## src/rtl/efuse_prog_ctrl_if.sv

```systemverilog
// efuse_prog_ctrl_if: request, macro and status signals of the eFuse sequencer.
interface efuse_prog_ctrl_if #(
   parameter int NBITS = 32,
   parameter int AW    = 5
);
   logic             start_i;
   logic             prog_mode_i;
   logic [7:0]       prog_key_i;
   logic             abort_i;
   logic [NBITS-1:0] fuse_din_i;
   logic             efuse_q_i;
   logic             efuse_vddq_en_o;
   logic             efuse_csb_o;
   logic             efuse_pgm_o;
   logic             efuse_strobe_o;
   logic [AW-1:0]    efuse_a_o;
   logic [NBITS-1:0] fuse_dout_o;
   logic             busy_o;
   logic             done_o;
   logic             err_o;
   modport slave (
      input  start_i, prog_mode_i, prog_key_i, abort_i, fuse_din_i, efuse_q_i,
      output efuse_vddq_en_o, efuse_csb_o, efuse_pgm_o, efuse_strobe_o, efuse_a_o,
             fuse_dout_o, busy_o, done_o, err_o
   );
   modport master (
      output start_i, prog_mode_i, prog_key_i, abort_i, fuse_din_i, efuse_q_i,
      input  efuse_vddq_en_o, efuse_csb_o, efuse_pgm_o, efuse_strobe_o, efuse_a_o,
             fuse_dout_o, busy_o, done_o, err_o
   );
endinterface

```

## src/rtl/efuse_prog_ctrl.sv

```systemverilog
// efuse_prog_ctrl: key-protected eFuse program/read sequencer with registered macro controls.
module efuse_prog_ctrl #(
   parameter int         NBITS      = 32,
   parameter int         AW         = 5,
   parameter int         PGM_CYCLES = 10,
   parameter int         PWR_CYCLES = 4,
   parameter logic [7:0] PROG_KEY   = 8'hA5
) (
   input logic clk_i,
   input logic rst_ni,
   efuse_prog_ctrl_if.slave bus
);
   localparam int CMAX = PGM_CYCLES > PWR_CYCLES ? PGM_CYCLES : PWR_CYCLES;
   localparam int CW   = $clog2(CMAX + 1);
   typedef enum logic [3:0] {
      IDLE, PWR_UP, PGM_BIT, PGM_GAP, SKIP, PWR_DN, RD_SETUP, RD_STROBE, RD_CAP, DONE
   } state_e;
   state_e           state_q, state_d;
   logic [CW-1:0]    cnt_q, cnt_d;
   logic [AW-1:0]    a_q, a_d, a_inc;
   logic [NBITS-1:0] din_q, din_d, shadow_q, shadow_d, dout_q, dout_d;
   logic             err_q, err_d, done_q, vddq_q, csb_q, pgm_q, strobe_q, busy_q;
   logic             nack, last_bit, pwr_last, pgm_last;
   assign a_inc    = a_q + 1'b1;
   assign last_bit = a_q == AW'(NBITS - 1);
   assign pwr_last = cnt_q == CW'(PWR_CYCLES - 1);
   assign pgm_last = cnt_q == CW'(PGM_CYCLES - 1);
   always_comb begin
      state_d  = state_q;
      a_d      = a_q;
      din_d    = din_q;
      shadow_d = shadow_q;
      dout_d   = dout_q;
      err_d    = err_q;
      nack     = 1'b0;
      case (state_q)
         IDLE: if (bus.start_i) begin
            err_d = 1'b0;
            din_d = bus.fuse_din_i;
            a_d   = '0;
            if (!bus.prog_mode_i) state_d = RD_SETUP;
            else if (bus.prog_key_i == PROG_KEY) state_d = PWR_UP;
            else begin
               err_d = 1'b1;
               nack  = 1'b1;
            end
         end
         PWR_UP:  if (pwr_last) state_d = din_q[a_q] ? PGM_BIT : SKIP;
         PGM_BIT: if (pgm_last) state_d = PGM_GAP;
         PGM_GAP, SKIP: if (last_bit) state_d = PWR_DN;
         else begin
            a_d     = a_inc;
            state_d = din_q[a_inc] ? PGM_BIT : SKIP;
         end
         PWR_DN:    if (pwr_last) state_d = DONE;
         RD_SETUP:  state_d = RD_STROBE;
         RD_STROBE: state_d = RD_CAP;
         RD_CAP: begin
            shadow_d[a_q] = bus.efuse_q_i;
            if (last_bit) begin
               state_d = DONE;
               dout_d  = shadow_d;
            end else begin
               a_d     = a_inc;
               state_d = RD_STROBE;
            end
         end
         DONE:    state_d = IDLE;
         default: state_d = IDLE;
      endcase
      // abort wins over any same-cycle bit transition but still runs the full discharge
      if (bus.abort_i && state_q inside {PWR_UP, PGM_BIT, PGM_GAP, SKIP}) begin
         state_d = PWR_DN;
         a_d     = a_q;
         err_d   = 1'b1;
      end
      if (state_d == DONE) a_d = '0;
      cnt_d = state_d != state_q ? '0 : cnt_q + 1'b1;
   end
   always_ff @(posedge clk_i or negedge rst_ni) begin
      if (!rst_ni) begin
         state_q  <= IDLE;
         cnt_q    <= '0;
         a_q      <= '0;
         din_q    <= '0;
         shadow_q <= '0;
         dout_q   <= '0;
         err_q    <= 1'b0;
         done_q   <= 1'b0;
         vddq_q   <= 1'b0;
         csb_q    <= 1'b1;
         pgm_q    <= 1'b0;
         strobe_q <= 1'b0;
         busy_q   <= 1'b0;
      end else begin
         state_q  <= state_d;
         cnt_q    <= cnt_d;
         a_q      <= a_d;
         din_q    <= din_d;
         shadow_q <= shadow_d;
         dout_q   <= dout_d;
         err_q    <= err_d;
         done_q   <= state_d == DONE || nack;
         vddq_q   <= state_d inside {PWR_UP, PGM_BIT, PGM_GAP, SKIP};
         csb_q    <= state_d inside {IDLE, DONE};
         pgm_q    <= state_d == PGM_BIT;
         strobe_q <= state_d == RD_STROBE;
         busy_q   <= state_d != IDLE;
      end
   end
   assign bus.efuse_vddq_en_o = vddq_q;
   assign bus.efuse_csb_o     = csb_q;
   assign bus.efuse_pgm_o     = pgm_q;
   assign bus.efuse_strobe_o  = strobe_q;
   assign bus.efuse_a_o       = a_q;
   assign bus.fuse_dout_o     = dout_q;
   assign bus.busy_o          = busy_q;
   assign bus.done_o          = done_q;
   assign bus.err_o           = err_q;
endmodule

```

## src/flat_wrapper.sv

```systemverilog
// flat-port wrapper written by rule: the top's interface ports become plain ports
module efuse_prog_ctrl_flat 
#(
   parameter int         NBITS      = 32,
   parameter int         AW         = 5,
   parameter int         PGM_CYCLES = 10,
   parameter int         PWR_CYCLES = 4,
   parameter logic [7:0] PROG_KEY   = 8'hA5
)
  (clk_i, rst_ni, bus_start_i, bus_prog_mode_i, bus_prog_key_i, bus_abort_i, bus_fuse_din_i, bus_efuse_q_i, bus_efuse_vddq_en_o, bus_efuse_csb_o, bus_efuse_pgm_o, bus_efuse_strobe_o, bus_efuse_a_o, bus_fuse_dout_o, bus_busy_o, bus_done_o, bus_err_o);
  efuse_prog_ctrl_if #(.NBITS(NBITS), .AW(AW)) bus_i ();
  input logic clk_i;
  input logic rst_ni;
  input wire logic [$bits(bus_i.start_i)-1:0] bus_start_i;
  input wire logic [$bits(bus_i.prog_mode_i)-1:0] bus_prog_mode_i;
  input wire logic [$bits(bus_i.prog_key_i)-1:0] bus_prog_key_i;
  input wire logic [$bits(bus_i.abort_i)-1:0] bus_abort_i;
  input wire logic [$bits(bus_i.fuse_din_i)-1:0] bus_fuse_din_i;
  input wire logic [$bits(bus_i.efuse_q_i)-1:0] bus_efuse_q_i;
  output wire logic [$bits(bus_i.efuse_vddq_en_o)-1:0] bus_efuse_vddq_en_o;
  output wire logic [$bits(bus_i.efuse_csb_o)-1:0] bus_efuse_csb_o;
  output wire logic [$bits(bus_i.efuse_pgm_o)-1:0] bus_efuse_pgm_o;
  output wire logic [$bits(bus_i.efuse_strobe_o)-1:0] bus_efuse_strobe_o;
  output wire logic [$bits(bus_i.efuse_a_o)-1:0] bus_efuse_a_o;
  output wire logic [$bits(bus_i.fuse_dout_o)-1:0] bus_fuse_dout_o;
  output wire logic [$bits(bus_i.busy_o)-1:0] bus_busy_o;
  output wire logic [$bits(bus_i.done_o)-1:0] bus_done_o;
  output wire logic [$bits(bus_i.err_o)-1:0] bus_err_o;
  assign bus_i.start_i = bus_start_i;
  assign bus_i.prog_mode_i = bus_prog_mode_i;
  assign bus_i.prog_key_i = bus_prog_key_i;
  assign bus_i.abort_i = bus_abort_i;
  assign bus_i.fuse_din_i = bus_fuse_din_i;
  assign bus_i.efuse_q_i = bus_efuse_q_i;
  assign bus_efuse_vddq_en_o = bus_i.efuse_vddq_en_o;
  assign bus_efuse_csb_o = bus_i.efuse_csb_o;
  assign bus_efuse_pgm_o = bus_i.efuse_pgm_o;
  assign bus_efuse_strobe_o = bus_i.efuse_strobe_o;
  assign bus_efuse_a_o = bus_i.efuse_a_o;
  assign bus_fuse_dout_o = bus_i.fuse_dout_o;
  assign bus_busy_o = bus_i.busy_o;
  assign bus_done_o = bus_i.done_o;
  assign bus_err_o = bus_i.err_o;
  efuse_prog_ctrl #(.NBITS(NBITS), .AW(AW), .PGM_CYCLES(PGM_CYCLES), .PWR_CYCLES(PWR_CYCLES), .PROG_KEY(PROG_KEY)) u_core (.clk_i(clk_i), .rst_ni(rst_ni), .bus(bus_i));
endmodule
```

## config.mk

```make
export PLATFORM = sky130hd
export DESIGN_NAME = efuse_prog_ctrl_flat
export DESIGN_NICKNAME = d
export VERILOG_FILES = /design/src/rtl/efuse_prog_ctrl_if.sv /design/src/rtl/efuse_prog_ctrl.sv /design/src/flat_wrapper.sv
export SDC_FILE = /design/constraint.sdc
export NUM_CORES = 1
export LEC_CHECK = 0
export CAP_MARGIN = 20
export CORE_MARGIN = 3
export CORE_UTILIZATION = 25
export DETAILED_ROUTE_END_ITERATION = 8
export HOLD_SLACK_MARGIN = 0.12
export MAX_ROUTING_LAYER = met4
export PLACE_DENSITY = 0.47
export RECOVER_POWER = 50
export SLEW_MARGIN = 20
export SYNTH_ARGS = -nofsm -noshare
export SYNTH_HDL_FRONTEND = slang
export SYNTH_SLANG_ARGS = --single-unit
export TNS_END_PERCENT = 30
```

## constraint.sdc

```tcl
create_clock -name clk_i -period 6.7 [get_ports clk_i]
set_input_delay 1.005 -clock clk_i [delete_from_list [all_inputs] [get_ports clk_i]]
set_output_delay 1.005 -clock clk_i [all_outputs]
set_load 0.05 [all_outputs]
```

==> Yosys cells after proc, flatten, opt, wreduce, memory -nomap -nowiden <==
Cells that the tools add are included.
{ "word_totals": {"input_bits": 46, "latch_bits": 0, "out_inout_bits": 44, "ram_bits": 0, "wordCells": 90, "rom_bits": 0, "n_memories": 0, "reg_bits": 116} }
{ "classes": {"n_eq_ne": 22, "shift": 0, "addsub": 2, "n_mux": 32, "bitwise": 0, "n_reduce_logical": 18, "n_lt_le_gt_ge": 3, "mul": 0, "div_mod_pow": 0} }
{ "op_table": {"columns": ["op", "n"], "rows": [
  ["$mux 4", 10],
  ["$bwmux 32", 1],
  ["$pmux 4 s8", 1],
  ["$eq 4x3->1 const B", 6],
  ["$eq 4x2->1 const B", 5],
  ["$mux 5", 4],
  ["$eq 4x4->1 const B", 3],
  ["$lt 5x6->1 const B", 2],
  ["$reduce_bool 4->1", 3],
  ["$bmux 1 s5", 2],
  ["$mux 1", 10],
  ["$pmux 5 s2", 1],
  ["$eq 4x1->1 const B", 2],
  ["$eq 8x8->1 const B", 1],
  ["$logic_not 4->1", 2],
  ["$mux 3", 2],
  ["$reduce_and 2->1", 3],
  ["$reduce_bool 2->1", 3],
  ["$add 5x1->5 const B", 1],
  ["$demux 1 s5", 1],
  ["$eq 5x5->1 const B", 1],
  ["$ge 5x1->1 const B", 1],
  ["$add 4x1->4 const B", 1],
  ["$ne 4x4->1", 1],
  ["other kinds (9)", 10]
]} }

==> Depth between registers and ports, before layout <==
Gate-level depths: netlist of run 1.
{ "logic_depth": {"word_depth": 10, "mapped_depth": 13, "depth_no_buf": 11} }

==> Least setup slack after synthesis of run 1 <==
Ideal clock, no wire load.
{ "synth_path": {"path_type": "reg-to-reg", "startpoint": "reg u_core.a_q[0], in the netlist u_core.bus.efuse_a_o[0]", "endpoint": "reg u_core.cnt_q[0]", "slack_ps": 3468, "required_ps": 6564, "stages_incl_launch_ff": 12, "setup_time_ps": 136, "arrival_ps": 3095, "period_less_slack_ps": 3232, "n_path_buf": 3, "cell_sequence": "dfrtp_1 buf_4 buf_2 inv_1 ha_1 buf_2 mux4_2 o211ai_1 o22ai_1 o21ba_2 o211ai_1 a211oi_1"} }
{ "synth_between": {"elab_chain_len": 9, "word_cells_on_any_way": 15, "classes_between": "1 x add/sub; 2 x eq/ne; 12 x mux"} }
{ "synth_lines": {"columns": ["element", "line", "text"], "rows": [
  ["start: declaration", "efuse_prog_ctrl.sv:20", "logic [AW-1:0] a_q, a_d, a_inc;"],
  ["start signal: assignment", "efuse_prog_ctrl.sv:84", "a_q <= '0;"],
  ["start signal: assignment", "efuse_prog_ctrl.sv:98", "a_q <= a_d;"],
  ["$add 5x1->5", "efuse_prog_ctrl.sv:24", "assign a_inc = a_q + 1'b1;"],
  ["$bmux 1 s5", "efuse_prog_ctrl.sv:53", "state_d = din_q[a_inc] ? PGM_BIT : SKIP;"],
  ["$mux 1 (implied by the code)", "efuse_prog_ctrl.sv:53", null],
  ["$mux 3", "efuse_prog_ctrl.sv:53", null],
  ["$mux 4", "efuse_prog_ctrl.sv:50", "PGM_GAP, SKIP: if (last_bit) state_d = PWR_DN;"],
  ["$pmux 4 s8 (*)", "efuse_prog_ctrl.sv:36", "case (state_q)"],
  ["$mux 4 (*)", "efuse_prog_ctrl.sv:72", "if (bus.abort_i && state_q inside {PWR_UP, PGM_BIT, PGM_GAP, SKIP}) begin"],
  ["$ne 4x4->1 (*)", "efuse_prog_ctrl.sv:78", "cnt_d = state_d != state_q ? '0 : cnt_q + 1'b1;"],
  ["$mux 4 (*)", "efuse_prog_ctrl.sv:78", null],
  ["named net u_core.cnt_d[0]", "efuse_prog_ctrl.sv:19", "logic [CW-1:0] cnt_q, cnt_d;"],
  ["end signal: assignment", "efuse_prog_ctrl.sv:97", "cnt_q <= cnt_d;"],
  ["end: declaration", "efuse_prog_ctrl.sv:19", null]
]} }
Mark *: on every way through the listed nets, which the timed path passes. The rest lies on a longest branch. The select of a mux whose other input is x is not followed.
A chain may end at the register's enable or synchronous reset.

==> results.py, run 1 <==
metrics = {
    "status": {
        "status": "finished, violations left",
        "violations": "max-capacitance violations, max-slew violations",
    },
    "route": {
        "drt_first_pass_iters": 5,
        "vias_per_cell": 4.57,
        "antenna_left": 0,
        "vias": 4862,
        "drt_iter0_drc": 422,
        "wl_per_cell_um": 15.5,
        "drcViolationCount": 0,
        "drt_wl_total_mm": 16.5,
    },
    "cells_and_area": {
        "register_area_mm2": 0.00290,
        "synthToLayoutAreaGrowth_pct": 27.2,
        "fin_nets": 780,
        "final_cells": 1063,
        "n_fill_cell": 2543,
        "drive_gt1_share_pct": 11.9,
        "final_area_mm2": 0.00790,
        "final_core_util_pct": 32.4,
        "diodes": 0,
        "mostFrequentLayoutCell": "nand2_1",
        "final_cell_mix": "nand2_1 (164), dfrtp_1 (115), clkdlybuf4s50_1 (86)",
        "multi_input_area_mm2": 0.00307,
    },
    "synthesis": {
        "synth_compound_area_share_pct": 8.76,
        "ys_seq_elements": 116,
        "syn_inst": 656,
        "ys_seq_area_share_pct": 46.8,
        "syn_area_mm2": 0.00621,
        "synth_adder_area_share_pct": 1.41,
        "synth_xor_xnor_area_share_pct": 1.15,
        "muxShareOfSynthArea_pct": 16.8,
        "ys.flop_type": "dfrtp_1",
        "synth-edff-count": 0,
        "synth_top_family_by_area": "simple AND/OR/NAND/NOR gates",
        "yosys.area_share.simple_pct": 21.3,
        "syn-num-nets": 709,
        "syn_area_per_cell_um2": 9.47,
        "synth_warnings": 0,
        "synth_cell_type_count": 57,
        "ys_async_sr_fraction_pct": 100,
    },
    "clock_network": {
        "clkLatencyLatePin_ps": 420,
        "ctsHoldBuffers": 0,
        "cts_tree": "built",
        "cts_inserted_buffers": 17,
        "clk_path_buf_depth": 2,
        "post_cts.repair.setup_buffers": 0,
        "worst_setup_hold_path_clk_slew_ps": 50,
        "post_cts_resized": 0,
        "cts-root-buf": "clkbuf_16",
        "ctsHtreeMaxLevel": 4,
        "numClockSinks": 116,
    },
    "floorplanning": {
        "initial_core_util_pct": 25.5,
        "die_y_um": 164,
        "core_area_mm2": 0.0244,
        "die_w_um": 164,
        "dieArea_mm2": 0.0268,
        "ios": 90,
        "rows": 57,
    },
    "flow_run": {
        "drv_cap": 1,
    },
    "timing": {
        "slew_viol_final": 60,
        "fmax_mhz": 261,
        "finalHoldViolations": 0,
        "finalSetupViolations": 0,
        "holdWs_ps": 500,
        "setup_slack_ps": 2870,
        "tns_ps": 0,
        "skew_ps": 10.9,
        "min_period_ps": 3830,
        "slew-limit-headroom_pct": -124,
        "period_share_pct": 57.1,
        "rsz0062_at_grt": "no",
        "tightest_slew_ps": 3360,
    },
    "global_route": {
        "grt_antenna_before_repair": 0,
        "met1_usage_pct": 18.5,
        "grt_max_degree": 65,
        "grt_first_pass_wirelength_mm": 27.0,
        "overflow": 0,
        "busiest_layer": "met2",
        "track_usage_pct": 13.3,
        "use_met3_pct": 3.63,
        "grt_pass1_vias": 4861,
        "globalRouteMet2Util_pct": 19.0,
    },
    "place": {
        "numPortBuffers": 89,
        "placedCellCount": 1032,
        "gp_congestion": 0.846,
        "dp_hpwl_mm": 11.3,
        "dpl_cell_area_mm2": 0.00734,
        "dp_slack_ps": 3370,
    },
    "setup_path": {
        "start_kind": "input port",
        "cp.required_ps": 7150,
        "crit_chain": "clkbuf_1 -> buf_4",
        "end_kind": "async pin",
        "worstPathMaxFanout": 59,
        "cp_data_arrival_time_ps": 4280,
        "cp_top_family": "buffers and inverters",
        "max_stage_delay_ps": 2320,
        "setup.worst_path.class": "input port to async pin",
        "path_buf_inv": 2,
        "cpMaxStageDelayCell": "clkbuf_1",
    },
    "power": {
        "p_per_area_mw_per_mm2": 208,
        "p_seq_share_pct": 43.5,
        "power.share.combinational_pct": 3.8,
        "finalPower_mw": 1.64,
        "intPower_mw": 1.29,
        "p_switching_mw": 0.356,
        "swShare_pct": 21.6,
        "leakage_nw": 3.33,
        "p_clk_share_pct": 52.7,
        "peakVddDrop_mv": 0.162,
    },
    "min_path": {
        "min_path_type": "register to register",
    },
}
==> registers in the layout, summed over array words and instances (netlist names), 4 cells and up <==
| register | flops |
|---|---|
| u_core.bus.fuse_dout_o | 32 |
| u_core.din_q | 32 |
| u_core.shadow_q | 32 |
| u_core.bus.efuse_a_o | 5 |
| u_core.cnt_q | 4 |
| u_core.state_q | 4 |
==> routing by layer <==
metal  vias to the layer above  part of all wire [%]
met1                      2333                    49
met2                       112                    45
met3                        16                   5.1
met5                         -                     0
li1                       2401                     -
met4                         0                   1.1
==> cells in the mapped netlist (3+ instances only) <==
master | n | area, um2
o21ai_1 | 3 | 15.0
ha_1 | 7 | 87.6
o211ai_1 | 5 | 37.5
nor3_1 | 9 | 45.0
a31oi_1 | 4 | 25.0
dfrtp_1 | 115 | 2880
o21ai_0 | 6 | 30.0
or3b_1 | 5 | 43.8
buf_2 | 10 | 50.1
a21oi_1 | 44 | 220
buf_4 | 4 | 30.0
a211oi_1 | 4 | 30.0
and2_1 | 6 | 37.5
nand3_1 | 14 | 70.1
nor2_1 | 63 | 236
mux2i_1 | 50 | 500
nor2b_1 | 3 | 18.8
nand3b_1 | 4 | 30.0
inv_1 | 12 | 45.0
mux2_2 | 32 | 360
o221ai_1 | 5 | 43.8
mux4_2 | 8 | 180
o22ai_1 | 5 | 31.3
clkbuf_1 | 25 | 93.8
nand2b_1 | 6 | 37.5
xnor2_1 | 4 | 35.0
nand2_1 | 164 | 616
nor4bb_1 | 3 | 30.0
==> cell type report <==
type	count	area share [%]
inverters	12	0.570
multi-input cells	486	38.9
clock buffers	22	6.13
flip-flops and latches	116	36.8
well taps	324	5.13
clock inverters	9	0.998
repair buffers	94	11.6
==> kinds of logic after synthesis <==
kind of cell             count (synthesis)
multiplexers                            90
XOR/XNOR                                 6
flip-flops                             116
buffers and inverters                   54
AO/OA/AOI/OAI                           87
adder cells (fa/ha/maj)                  7
AND/OR/NAND/NOR                        296
==> final timing paths <==
kind                                               from                                      to  slack (ps)  depth (start not counted)
setup / recovery                                 rst_ni         u_core.shadow_q[15]$_DFFE_PN0N_        2870                          2
min in group asynchronous                        rst_ni  u_core.bus.fuse_dout_o[12]$_DFFE_PN0N_        1710                          1
hold reg to reg            u_core.bus.err_o$_DFFE_PN0P_            u_core.bus.err_o$_DFFE_PN0P_         500                          2
max in group clk_i                          bus_start_i     u_core.bus.efuse_a_o[1]$_DFFE_PN0P_        3150                          6
setup reg to reg            u_core.state_q[0]$_DFF_PN0_     u_core.bus.efuse_a_o[1]$_DFFE_PN0P_        3340                          6
hold / removal             u_core.bus.err_o$_DFFE_PN0P_            u_core.bus.err_o$_DFFE_PN0P_         500                          2
==> power by group through the flow <==
stage	logic [mW]	registers [mW]	clock network, mW
finish	0.0629	0.715	0.865
floorplan	0.0192	0.726	0
global route	0.0710	0.716	0.925
CTS	0.0661	0.715	0.888
detailed placement	0.0658	0.727	0
global placement	0.0650	0.727	0
Note: power is estimated with default switching activity, not from simulation.
==> inputs of run 2 (changes only) <==
==> constraint.sdc (replaced) <==
create_clock -name clk_i -period 3.9 [get_ports clk_i]
set_input_delay 0.585 -clock clk_i [delete_from_list [all_inputs] [get_ports clk_i]]
set_output_delay 0.585 -clock clk_i [all_outputs]
set_load 0.05 [all_outputs]
==> run 2 against run 1 <==
The run still ends with max-capacitance violations, max-slew violations left. Cell count up 0.38%. Flip-flop and latch count is the same. Clock skew fell by 2.1 ps. Clock power up 90%. Critical path depth grew 6.
==> results.py, run 2 (synthesized netlist as in run 1, its figures left out) <==
metrics = {
    "cells_and_area": {
        "fin_nets": 783,
        "final_cell_mix": "nand2_1 (164), dfrtp_1 (115), clkdlybuf4s50_1 (87)",
        "synthToLayoutAreaGrowth_pct": 28.4,
        "final_cells": 1067,
        "diodes": 0,
        "mostFrequentLayoutCell": "nand2_1",
        "final_area_mm2": 0.00798,
        "drive_gt1_share_pct": 12.4,
        "n_fill_cell": 2546,
    },
    "setup_path": {
        "end_kind": "register",
        "worstPathMaxFanout": 19,
        "cp_data_arrival_time_ps": 3490,
        "crit_chain": "inv_1 -> ha_1 -> mux4_2 -> o211ai_1 -> o22ai_1 -> o21ba_2 -> o211ai_1 -> a211oi_1",
        "cp_common_cell": "o211ai_1",
        "start_kind": "register",
        "max_stage_delay_ps": 690,
        "cpMaxStageDelayCell": "dfrtp_1",
        "setup.worst_path.class": "register to register",
        "cp.required_ps": 4180,
    },
    "global_route": {
        "grt_max_degree": 65,
        "overflow": 0,
        "grt_first_pass_wirelength_mm": 26.9,
        "grt_antenna_before_repair": 0,
        "grt_pass1_vias": 4932,
        "track_usage_pct": 13.2,
    },
    "power": {
        "peakVddDrop_mv": 0.268,
        "finalPower_mw": 2.97,
        "leakage_nw": 3.37,
        "p_per_area_mw_per_mm2": 373,
    },
    "timing": {
        "period_share_pct": 82.4,
        "min_period_ps": 3210,
        "rsz0062_at_grt": "no",
        "fmax_mhz": 311,
        "tns_ps": 0,
        "tightest_slew_ps": 1560,
        "skew_ps": 8.89,
        "slew_viol_final": 62,
        "finalSetupViolations": 0,
        "setup_slack_ps": 688,
        "finalHoldViolations": 0,
        "slew-limit-headroom_pct": -4.28,
    },
    "route": {
        "vias": 4846,
        "drt_wl_total_mm": 16.5,
        "drcViolationCount": 0,
        "drt_iter0_drc": 306,
        "vias_per_cell": 4.54,
        "drt_first_pass_iters": 4,
        "antenna_left": 0,
        "wl_per_cell_um": 15.4,
    },
    "floorplanning": {
        "initial_core_util_pct": 25.5,
        "die_w_um": 164,
        "ios": 90,
        "die_y_um": 164,
        "dieArea_mm2": 0.0268,
        "core_area_mm2": 0.0244,
        "rows": 57,
    },
    "place": {
        "dp_hpwl_mm": 11.5,
        "dpl_cell_area_mm2": 0.00738,
        "placedCellCount": 1035,
        "dp_slack_ps": 671,
        "numPortBuffers": 89,
        "gp_congestion": 0.821,
    },
    "min_path": {
        "min_path_type": "register to register",
    },
    "clock_network": {
        "post_cts_resized": 0,
        "ctsHoldBuffers": 0,
        "numClockSinks": 116,
        "post_cts.repair.setup_buffers": 0,
        "cts-root-buf": "clkbuf_16",
        "clkLatencyLatePin_ps": 420,
        "ctsHtreeMaxLevel": 4,
        "clk_path_buf_depth": 2,
        "worst_setup_hold_path_clk_slew_ps": 60,
        "cts_tree": "built",
        "cts_inserted_buffers": 17,
    },
    "status": {
        "status": "finished, violations left",
        "violations": "max-capacitance violations, max-slew violations",
    },
    "flow_run": {
        "drv_cap": 1,
    },
}
## run 2: changes by cell type in the layout (fill, tap and decap cells not counted), moves of 2 or more
cell / previous run / this run
buf_4: 4 / 6
clkinv_2: 5 / 1
clkinvlp_4: 2 / 4
clkbuf_2: 0 / 2
bufinv_16: 1 / 3
clkinv_4: 1 / 3
## run 2: layer usage
metal / vias to the layer above / track usage (%) / wire (um)
met4: 0 / 4.19 / 226
met1: 2332 / 18.0 / 8040
met3: 19 / 3.63 / 786
met5: - / - / 0
met2: 98 / 19.1 / 7400
li1: 2397 / - / -
## run 2: cell type report
type	count	area (um2)	share of cell area, %
inverters	12	45.0	0.565
clock inverters	11	151	1.90
multi-input cells	486	3060	38.4
flip-flops and latches	116	2900	36.4
well taps	324	405	5.08
clock buffers	21	470	5.90
repair buffers	97	935	11.7
## run 2: worst max-delay path, delay by kind of cell, from the launching register on
kind | cells | cell delay, ps
adders and majority gates | 1 | 640
AOI/OAI and AO/OA | 5 | 1030
DFF | 1 | 690
buffers and inverters | 1 | 130
muxes | 1 | 570
## run 2: through the flow
stage               hold WS (ps)  util (%)
CTS                          281      32.8
floorplan                    289         -
detailed placement           487      30.3
global placement             480      30.3
global route                 514      32.7
finish                       490      32.7
## run 2: path summary, 6_finish.rpt
check	from	end	slack (ps)	cells past startpoint
setup / recovery	u_core.bus.efuse_a_o[1]$_DFFE_PN0P_	u_core.cnt_q[3]$_DFF_PN0_	690	8
hold / removal	u_core.bus.err_o$_DFFE_PN0P_	u_core.bus.err_o$_DFFE_PN0P_	490	2
setup reg to reg	u_core.bus.efuse_a_o[1]$_DFFE_PN0P_	u_core.cnt_q[3]$_DFF_PN0_	690	8
hold reg to reg	u_core.bus.err_o$_DFFE_PN0P_	u_core.bus.err_o$_DFFE_PN0P_	490	2
max in group asynchronous	rst_ni	u_core.din_q[6]$_DFFE_PN0P_	1200	2
min in group asynchronous	rst_ni	u_core.bus.fuse_dout_o[12]$_DFFE_PN0N_	560	1
## run 2: power by group
group | total [mW] | internal (mW) | switching [mW]
sequential | 1.23 | 1.22 | 0.00741
combinational | 0.107 | 0.0576 | 0.0493
clock | 1.64 | 1.06 | 0.579
